$ cat src/rtl/mux_config_pkg.sv
// Shared types and helpers for the serial mux-select configuration loader.
package mux_config_pkg;

  typedef enum logic [1:0] {
    ST_IDLE  = 2'd0,
    ST_SHIFT = 2'd1,
    ST_CHECK = 2'd2
  } state_t;

  localparam int DEFAULT_NSEL = 16;

  // One frame is NSEL data bits followed by a single even-parity bit.
  function automatic int frame_len(input int nsel);
    return nsel + 1;
  endfunction

endpackage

$ cat src/rtl/mux_config_loader_if.sv
// Serial configuration port and applied select vector of the loader.
interface mux_config_loader_if #(
  parameter int NSEL = 16
);
  logic            start;
  logic            abort;
  logic            din;
  logic            din_valid;
  logic            din_ready;
  logic [NSEL-1:0] msel;
  logic            busy;
  logic            done;
  logic            err;

  modport master (
    output start, abort, din, din_valid,
    input  din_ready, msel, busy, done, err
  );

  modport slave (
    input  start, abort, din, din_valid,
    output din_ready, msel, busy, done, err
  );
endinterface

$ cat src/rtl/sel_shadow_reg.sv
// Shadow select register filled one bit at a time, with serially accumulated parity.
module sel_shadow_reg #(
  parameter int NSEL = 16,
  parameter int IDXW = 5
) (
  input  logic            clk,
  input  logic            rst,
  input  logic            clear,
  input  logic            wr_en,
  input  logic [IDXW-1:0] idx,
  input  logic            bit_in,
  output logic [NSEL-1:0] shadow,
  output logic            parity
);

  always_ff @(posedge clk or posedge rst) begin
    if (rst) begin
      shadow <= '0;
      parity <= 1'b0;
    end else if (clear) begin
      shadow <= '0;
      parity <= 1'b0;
    end else if (wr_en) begin
      for (int i = 0; i < NSEL; i++) begin
        if (idx == IDXW'(i)) shadow[i] <= bit_in;
      end
      parity <= parity ^ bit_in;
    end
  end

endmodule

$ cat src/rtl/mux_config_loader.sv
// Loads a serial frame of mux select bits and applies it only after parity passes.
//   state    | meaning
//   ST_IDLE  | waiting for start; msel holds last good frame
//   ST_SHIFT | accepting data bits, then the parity bit
//   ST_CHECK | one cycle: apply shadow or flag parity error
module mux_config_loader
  import mux_config_pkg::*;
#(
  parameter int              NSEL      = 16,
  parameter logic [NSEL-1:0] RESET_SEL = '0
) (
  input logic               clk,
  input logic               rst,
  mux_config_loader_if.slave bus
);

  localparam int            FRAME_LEN = frame_len(NSEL);
  localparam int            CW        = $clog2(FRAME_LEN);
  localparam logic [CW-1:0] LAST_IDX  = CW'(NSEL);

  state_t          state;
  logic [CW-1:0]   count;
  logic            parity_bit;
  logic [NSEL-1:0] msel_q;
  logic            busy_q;
  logic            done_q;
  logic            err_q;

  logic            ready;
  logic            accept;
  logic            shadow_wr;
  logic            shadow_clear;
  logic [NSEL-1:0] shadow;
  logic            parity_acc;

  assign ready        = (state == ST_SHIFT) & ~bus.abort;
  assign accept       = bus.din_valid & ready;
  assign shadow_wr    = accept & (count != LAST_IDX);
  // Shadow is wiped both when a frame opens and when one is abandoned.
  assign shadow_clear = ((state == ST_IDLE) & bus.start & ~bus.abort) |
                        ((state != ST_IDLE) & bus.abort);

  assign bus.din_ready = ready;
  assign bus.msel      = msel_q;
  assign bus.busy      = busy_q;
  assign bus.done      = done_q;
  assign bus.err       = err_q;

  sel_shadow_reg #(
    .NSEL (NSEL),
    .IDXW (CW)
  ) u_shadow (
    .clk    (clk),
    .rst    (rst),
    .clear  (shadow_clear),
    .wr_en  (shadow_wr),
    .idx    (count),
    .bit_in (bus.din),
    .shadow (shadow),
    .parity (parity_acc)
  );

  always_ff @(posedge clk or posedge rst) begin
    if (rst) begin
      state      <= ST_IDLE;
      count      <= '0;
      parity_bit <= 1'b0;
      msel_q     <= RESET_SEL;
      busy_q     <= 1'b0;
      done_q     <= 1'b0;
      err_q      <= 1'b0;
    end else begin
      done_q <= 1'b0;
      case (state)
        ST_IDLE: begin
          if (bus.start & ~bus.abort) begin
            state  <= ST_SHIFT;
            count  <= '0;
            err_q  <= 1'b0;
            busy_q <= 1'b1;
          end
        end
        ST_SHIFT: begin
          if (bus.abort) begin
            state  <= ST_IDLE;
            count  <= '0;
            busy_q <= 1'b0;
          end else if (accept) begin
            if (count == LAST_IDX) begin
              parity_bit <= bus.din;
              state      <= ST_CHECK;
            end else begin
              count <= count + 1'b1;
            end
          end
        end
        ST_CHECK: begin
          state  <= ST_IDLE;
          count  <= '0;
          busy_q <= 1'b0;
          // Even parity: data XOR parity bit must come out zero.
          if (!bus.abort) begin
            if ((parity_acc ^ parity_bit) == 1'b0) begin
              msel_q <= shadow;
              done_q <= 1'b1;
            end else begin
              err_q <= 1'b1;
            end
          end
        end
        default: begin
          state  <= ST_IDLE;
          count  <= '0;
          busy_q <= 1'b0;
        end
      endcase
    end
  end

endmodule

$ cat src/flat_wrapper.sv
// flat-port wrapper written by rule: the top's interface ports become plain ports
module mux_config_loader_flat import mux_config_pkg::*;
#(
  parameter int              NSEL      = 16,
  parameter logic [NSEL-1:0] RESET_SEL = '0
)
  (clk, rst, bus_start, bus_abort, bus_din, bus_din_valid, bus_din_ready, bus_msel, bus_busy, bus_done, bus_err);
  mux_config_loader_if #(.NSEL(NSEL)) bus_i ();
  input logic clk;
  input logic rst;
  input wire logic [$bits(bus_i.start)-1:0] bus_start;
  input wire logic [$bits(bus_i.abort)-1:0] bus_abort;
  input wire logic [$bits(bus_i.din)-1:0] bus_din;
  input wire logic [$bits(bus_i.din_valid)-1:0] bus_din_valid;
  output wire logic [$bits(bus_i.din_ready)-1:0] bus_din_ready;
  output wire logic [$bits(bus_i.msel)-1:0] bus_msel;
  output wire logic [$bits(bus_i.busy)-1:0] bus_busy;
  output wire logic [$bits(bus_i.done)-1:0] bus_done;
  output wire logic [$bits(bus_i.err)-1:0] bus_err;
  assign bus_i.start = bus_start;
  assign bus_i.abort = bus_abort;
  assign bus_i.din = bus_din;
  assign bus_i.din_valid = bus_din_valid;
  assign bus_din_ready = bus_i.din_ready;
  assign bus_msel = bus_i.msel;
  assign bus_busy = bus_i.busy;
  assign bus_done = bus_i.done;
  assign bus_err = bus_i.err;
  mux_config_loader #(.NSEL(NSEL), .RESET_SEL(RESET_SEL)) u_core (.clk(clk), .rst(rst), .bus(bus_i));
endmodule
$ cat config.mk
export PLATFORM = sky130hd
export DESIGN_NAME = mux_config_loader_flat
export DESIGN_NICKNAME = d
export VERILOG_FILES = /design/src/rtl/mux_config_pkg.sv /design/src/rtl/mux_config_loader_if.sv /design/src/rtl/sel_shadow_reg.sv /design/src/rtl/mux_config_loader.sv /design/src/flat_wrapper.sv
export SDC_FILE = /design/constraint.sdc
export NUM_CORES = 1
export LEC_CHECK = 0
export CAP_MARGIN = 20
export CORE_AREA = 2 2 65 67
export CTS_CLUSTER_SIZE = 25
export DETAILED_ROUTE_END_ITERATION = 16
export DIE_AREA = 0 0 67 69
export HOLD_SLACK_MARGIN = 0.03
export PLACE_DENSITY = 0.78
export SYNTH_ARGS = -nofsm -noshare
export SYNTH_HDL_FRONTEND = slang
export SYNTH_SLANG_ARGS = --single-unit
$ cat constraint.sdc
create_clock -name clk -period 2.3 [get_ports clk]
set_clock_uncertainty 0.05 [all_clocks]
set_input_delay 0.23 -clock clk [delete_from_list [all_inputs] [get_ports clk]]
set_output_delay 0.23 -clock clk [all_outputs]
set_load 0.05 [all_outputs]
==> run_results.csv, run 1 <==
group,metric,value,unit
synthesis,netlist_area,2100,µm²
clock_network,cts_hold_buf,0,
synthesis,yosys-top-cells-count,"dfrtp_1, nand2_1, mux2_2",
worst_setup_path,slowest_delay,0.58,ns
worst_setup_path,crit_chain,"or3b_4 -> inv_1 -> buf_12",
timing,drv_slew,0,
synthesis,ys_ff_latch,44,
detailed_routing,ant_nets,0,
floorplanning,dieArea,4620,µm²
timing,hold_ws,0.319,ns
synthesis,synth_nets,205,
min_path,hp-class,"input pin to asynchronous set/reset pin",
final_layout,n_fill_cell,347,
power,powerDensity,555,nW/µm²
global_route,antenna_found_initial,0,
floorplanning,ioPinCount,26,
global_route,grt_pass1_vias,1403,
worst_setup_path,cp_slowest_cell,"dfrtp_1",
clock_network,cts_setup_buffers,0,
power,p_leak,1.20,nW
clock_network,cts_tree,"yes",
power,vdd_drop_max,0.282,mV
worst_setup_path,crit_buf_inv,2,
clock_network,cts_sinks,44,
placement,place_congestion,0.839,
worst_setup_path,crit_type,"flip-flop to primary output",
timing,tightest_slew,0.683,ns
global_route,grt_pass1_wl,6.53,mm
floorplanning,num_rows,23,
final_layout,area_growth_syn_to_layout,19.8,%
timing,tns,0,ns
clock_network,cts_inserted_buffers,5,
detailed_routing,wirelength,3.82,mm
timing,relSlewSlack,54.3,%
synthesis,synth-edff-count,0,
job,cap_violations,0,
detailed_routing,wl_per_cell,14.0,µm
timing,fmax,515,MHz
clock_network,htreeDepth,2,
clock_network,clockBufferDepth,2,
final_layout,seqCellArea,1100,µm²
final_layout,nets,232,
clock_network,clk_latency,0.30,ns
run_status,status,"completed",
detailed_routing,first_pass_iters,5,
floorplanning,coreArea,3910,µm²
detailed_routing,drt-initial-drc-count,97,
global_route,grt_use_total,18.4,%
final_layout,drive_gt1_share,18.5,%
clock_network,cts-root-buf,"clkbuf_8",
worst_setup_path,path_max_fanout,13,
clock_network,clk_pin_slew,0.08,ns
synthesis,syn_area_per_cell,10.8,µm²
worst_setup_path,crit_family,"flip-flops",
synthesis,ys_warn_count,0,
power,p_total,1.40,mW
timing,min_period_over_period,84.5,%
final_layout,diodes,0,
synthesis,yosysTopAreaCell,"dfrtp_1",
synthesis,synthCells,194,
global_route,grt_max_degree,45,
synthesis,synth_cell_type_count,30,
worst_setup_path,startpoint_type,"flip-flop",
worst_setup_path,critical_path_required,2.02,ns
synthesis,synth_seq_area_share,52.4,%
floorplanning,die_w,67,µm
floorplanning,die_height,69,µm
detailed_routing,vias_per_cell,5.52,
timing,timing.final.crit_period,1.94,ns
worst_setup_path,critical_path_arrival,1.66,ns
synthesis,synth.most_common_cell,"dfrtp_1",
detailed_routing,drc,0,
final_layout,multi_input_area,905,µm²
worst_setup_path,cp-end-kind,"primary output",
synthesis,ys.flop_type,"dfrtp_1",
timing,setup_violations,0,
placement,port_buffers,25,
timing,hold_viol_final,0,
global_route,grt-ovfl-total,0,
floorplanning,initial_core_util,53.7,%
clock_network,cts.repair.resized,0,
detailed_routing,vias,1501,
synthesis,synthArstFlopShare,100,%
timing,grt_setup_unrepaired,"false",
synthesis,synth_top_area_share,52.4,%
synthesis,synthTopCellsByArea,"dfrtp_1, mux2_2, nand2_1",
placement,dpl.hpwl,2.70,mm
[report_power, final]
group	leakage [nW]	internal [mW]	switching, mW
combinational	0.545	0.0518	0.0814
clock	0.0479	0.211	0.260
sequential	0.609	0.782	0.0112
[metal layers]
layer	part of all wire (%)	track usage (%)	vias up
met5	0	0	-
met4	1.3	6.58	0
met3	4.5	4.89	5
met2	47	28.3	35
met1	48	24.9	737
li1	-	-	724
[final cells by class]
type	count	area share, %
repair buffers	34	13.0
well taps	50	2.49
multi-input cells	127	35.9
clock buffers	5	2.73
clock inverters	3	0.746
flip-flops and latches	44	43.7
inverters	9	1.34
[worst min-delay path, cell delays in order]
cell	delay (ns)
clkdlybuf4s50_1	0.39
inv_1	0.05
buf_4	0.45
[final timing paths]
| check | end | slack (ns) | depth (start not counted) | startpoint |
|---|---|---|---|---|
| worst max-delay path | bus_din_ready | 0.36 | 3 | u_core.state[0]$_DFFE_PP0P_ |
| worst min-delay path | u_core.bus.msel[5]$_DFFE_PP0P_ | 0.32 | 3 | rst |
| worst max register to register | u_core.u_shadow.parity$_DFFE_PP0P_ | 0.37 | 4 | u_core.state[0]$_DFFE_PP0P_ |
| worst min register to register | u_core.bus.msel[15]$_DFFE_PP0P_ | 0.43 | 2 | u_core.bus.msel[15]$_DFFE_PP0P_ |
| max in group asynchronous | u_core.bus.msel[13]$_DFFE_PP0P_ | 1.52 | 3 | rst |
| min in group clk | u_core.bus.msel[15]$_DFFE_PP0P_ | 0.43 | 2 | u_core.bus.msel[15]$_DFFE_PP0P_ |
[layout by cell type, fill, tap and decap left out, types with 5 or more instances in the layout]
cell type	n
buf_4	9
clkbuf_8	5
ha_1	5
nand3_1	15
a21oi_1	10
inv_1	9
dfrtp_1	44
mux2_2	17
nand2_1	27
nor2_1	9
o21ai_0	5
nor4bb_1	5
mux2i_1	7
clkdlybuf4s50_1	24
[flip-flops by register name, indices dropped and copies added, names as in the netlist]
register	count
u_core.bus.msel	16
u_core.u_shadow.shadow	16
u_core.count	5
u_core.state	2
u_core.bus.busy	1
u_core.bus.done	1
u_core.bus.err	1
u_core.parity_bit	1
u_core.u_shadow.parity	1
[metrics by stage]
stage               cells  area (µm²)  setup WS, ns  utilization, %
CTS                   272        2520         0.353            64.3
floorplan             194        2100         0.391               -
detailed placement    264        2430         0.328            62.1
global route          272        2520         0.274            64.3
global placement      264        2430         0.359            62.1
finish                272        2520         0.356            64.3
[cells by family after synthesis]
kind of cell / synth area share [%]
flip-flops: 52.4
XOR/XNOR: 0.417
buffers and inverters: 4.53
multiplexers: 12.4
AO/OA/AOI/OAI: 7.74
adder cells (fa/ha/maj): 2.98
AND/OR/NAND/NOR: 19.5
No activity file was read; power rests on OpenSTA's default activity.
==> run 2: changes to the inputs <==
- clock period: 2.3 -> 1.8 ns (I/O delays scaled with it)
==> run_results.csv, run 2 (synthesis gave the netlist of run 1 again) <==
group,metric,value,unit
worst_setup_path,r2r_slack,0.14,ns
worst_setup_path,path_max_fanout,8,
final_layout,area_growth_syn_to_layout,26.3,%
floorplanning,dieArea,4620,µm²
power,vdd_drop_max,0.565,mV
placement,port_buffers,25,
worst_setup_path,r2r-start,"u_core.count[0]$_DFFE_PP0P_",
worst_setup_path,r2r-end,"u_core.parity_bit$_DFFE_PP0P_",
worst_setup_path,r2r_cells,5,
detailed_routing,drt-initial-drc-count,136,
power,combPwrFrac,10.0,%
job,cap_violations,0,
timing,grt_setup_unrepaired,"false",
clock_network,clockBufferDepth,2,
worst_setup_path,cp-end-kind,"primary output",
final_layout,fin_cells,285,
power,seq_power_share,52.1,%
floorplanning,initial_core_util,53.7,%
timing,min_period_over_period,96.0,%
floorplanning,ioPinCount,26,
clock_network,cts-root-buf,"clkbuf_8",
power,powerDensity,730,nW/µm²
clock_network,cts.repair.resized,0,
timing,tightest_slew,0.546,ns
detailed_routing,drc,0,
clock_network,clk_latency,0.29,ns
clock_network,clk_pin_slew,0.08,ns
final_layout,layout_common_cells,"dfrtp_1, nand2_1, clkdlybuf4s50_1",
placement,dpl_cell_area,2540,µm²
final_layout,diodes,0,
worst_setup_path,startpoint_type,"flip-flop",
clock_network,cts_tree,"yes",
power,clkPwrFrac,37.9,%
clock_network,cts_hold_buf,0,
final_layout,n_fill_cell,315,
timing,relSlewSlack,63.6,%
power,p_int,1.49,mW
power,p_leak,1.27,nW
worst_setup_path,crit_type,"flip-flop to primary output",
power,swShare,23.0,%
final_layout,nets,245,
worst_setup_path,critical_path_required,1.57,ns
detailed_routing,vias_per_cell,5.47,
global_route,globalRouteMet2Util,30.6,%
global_route,grt_max_degree,45,
detailed_routing,first_pass_iters,4,
clock_network,htreeDepth,2,
global_route,grt_pass1_vias,1482,
global_route,top_usage_layer,"met2",
detailed_routing,ant_nets,0,
timing,fmax,578,MHz
placement,place_congestion,0.844,
final_layout,fin_util,67.8,%
placement,dpl.hpwl,2.94,mm
global_route,grt_pass1_wl,6.86,mm
global_route,antenna_found_initial,0,
detailed_routing,wirelength,4.00,mm
worst_setup_path,critical_path_arrival,1.50,ns
final_layout,fin_area,2650,µm²
power,p_total,1.94,mW
timing,hold_viol_final,0,
final_layout,drive_gt1_share,23.4,%
global_route,grt_use_met1,25.5,%
global_route,grt.met3_usage,4.89,%
timing,setup_violations,0,
timing,timing.final.crit_period,1.73,ns
global_route,grt-ovfl-total,0,
timing,drv_slew,0,
detailed_routing,wl_per_cell,14.0,µm
global_route,grt_use_total,19.1,%
floorplanning,num_rows,23,
floorplanning,die_w,67,µm
detailed_routing,vias,1559,
clock_network,cts_inserted_buffers,5,
clock_network,cts_setup_buffers,0,
final_layout,layout_commonest_cell,"dfrtp_1",
power,power_switching,0.445,mW
clock_network,cts_sinks,44,
floorplanning,die_height,69,µm
floorplanning,coreArea,3910,µm²
run_status,status,"completed",
min_path,hp-class,"input pin to asynchronous set/reset pin",
placement,dp.cells,277,
==> run 2: worst max-delay path, cell delays in order, from the launching register on <==
cell	delay, ns
dfrtp_2	0.43
or3b_4	0.44
clkinvlp_4	0.09
buf_4	0.12
buf_12	0.13
==> run 2: area by class of cell <==
class                      count  area [µm²]  area share [%]
clock buffer                   6        72.6            2.74
clock inverter                 2        35.0            1.32
inverter                       9        37.5            1.42
multi-input combinational    127         905            34.1
sequential                    44        1100            41.6
tap                           50        62.6            2.36
timing repair buffer          47         438            16.5
==> run 2: through the flow <==
stage	hold slack [ns]	setup WS, ns	setup TNS, ns
after global placement	0.415	-0.00578	-0.00754
after detailed placement	0.429	-0.0570	-0.315
after CTS	0.299	0.0189	0
after global routing	0.357	0.0192	0
after floorplan	0.283	0.0565	0
final	0.280	0.0711	0
==> run 2: worst max path at each step <==
stage | slack [ns] | cells past startpoint | to | startpoint
3_5_place_dp | -0.06 | 5 | u_core.parity_bit$_DFFE_PP0P_ | bus_abort
6_report | 0.07 | 4 | bus_din_ready | u_core.state[0]$_DFFE_PP0P_
2_1_floorplan | 0.06 | 4 | u_core.parity_bit$_DFFE_PP0P_ | u_core.state[1]$_DFFE_PP0P_
4_1_cts | 0.02 | 4 | bus_din_ready | u_core.state[0]$_DFFE_PP0P_
3_3_place_gp | -0.006 | 6 | u_core.count[0]$_DFFE_PP0P_ | bus_abort
5_1_grt | 0.02 | 4 | bus_din_ready | u_core.state[0]$_DFFE_PP0P_
==> run 2: power groups by stage <==
stage | sequential, mW | clock, mW | combinational [mW]
global route | 1.01 | 0.789 | 0.213
global placement | 1.03 | 0 | 0.193
CTS | 1.01 | 0.751 | 0.196
floorplan | 1.04 | 0 | 0.105
finish | 1.01 | 0.735 | 0.193
detailed placement | 1.03 | 0 | 0.196
==> run 2: per-layer routing <==
layer,share of wire (%),up-vias
met3,4.3,6
li1,-,753
met1,46,767
met4,1.0,0
met2,49,33
met5,0,-
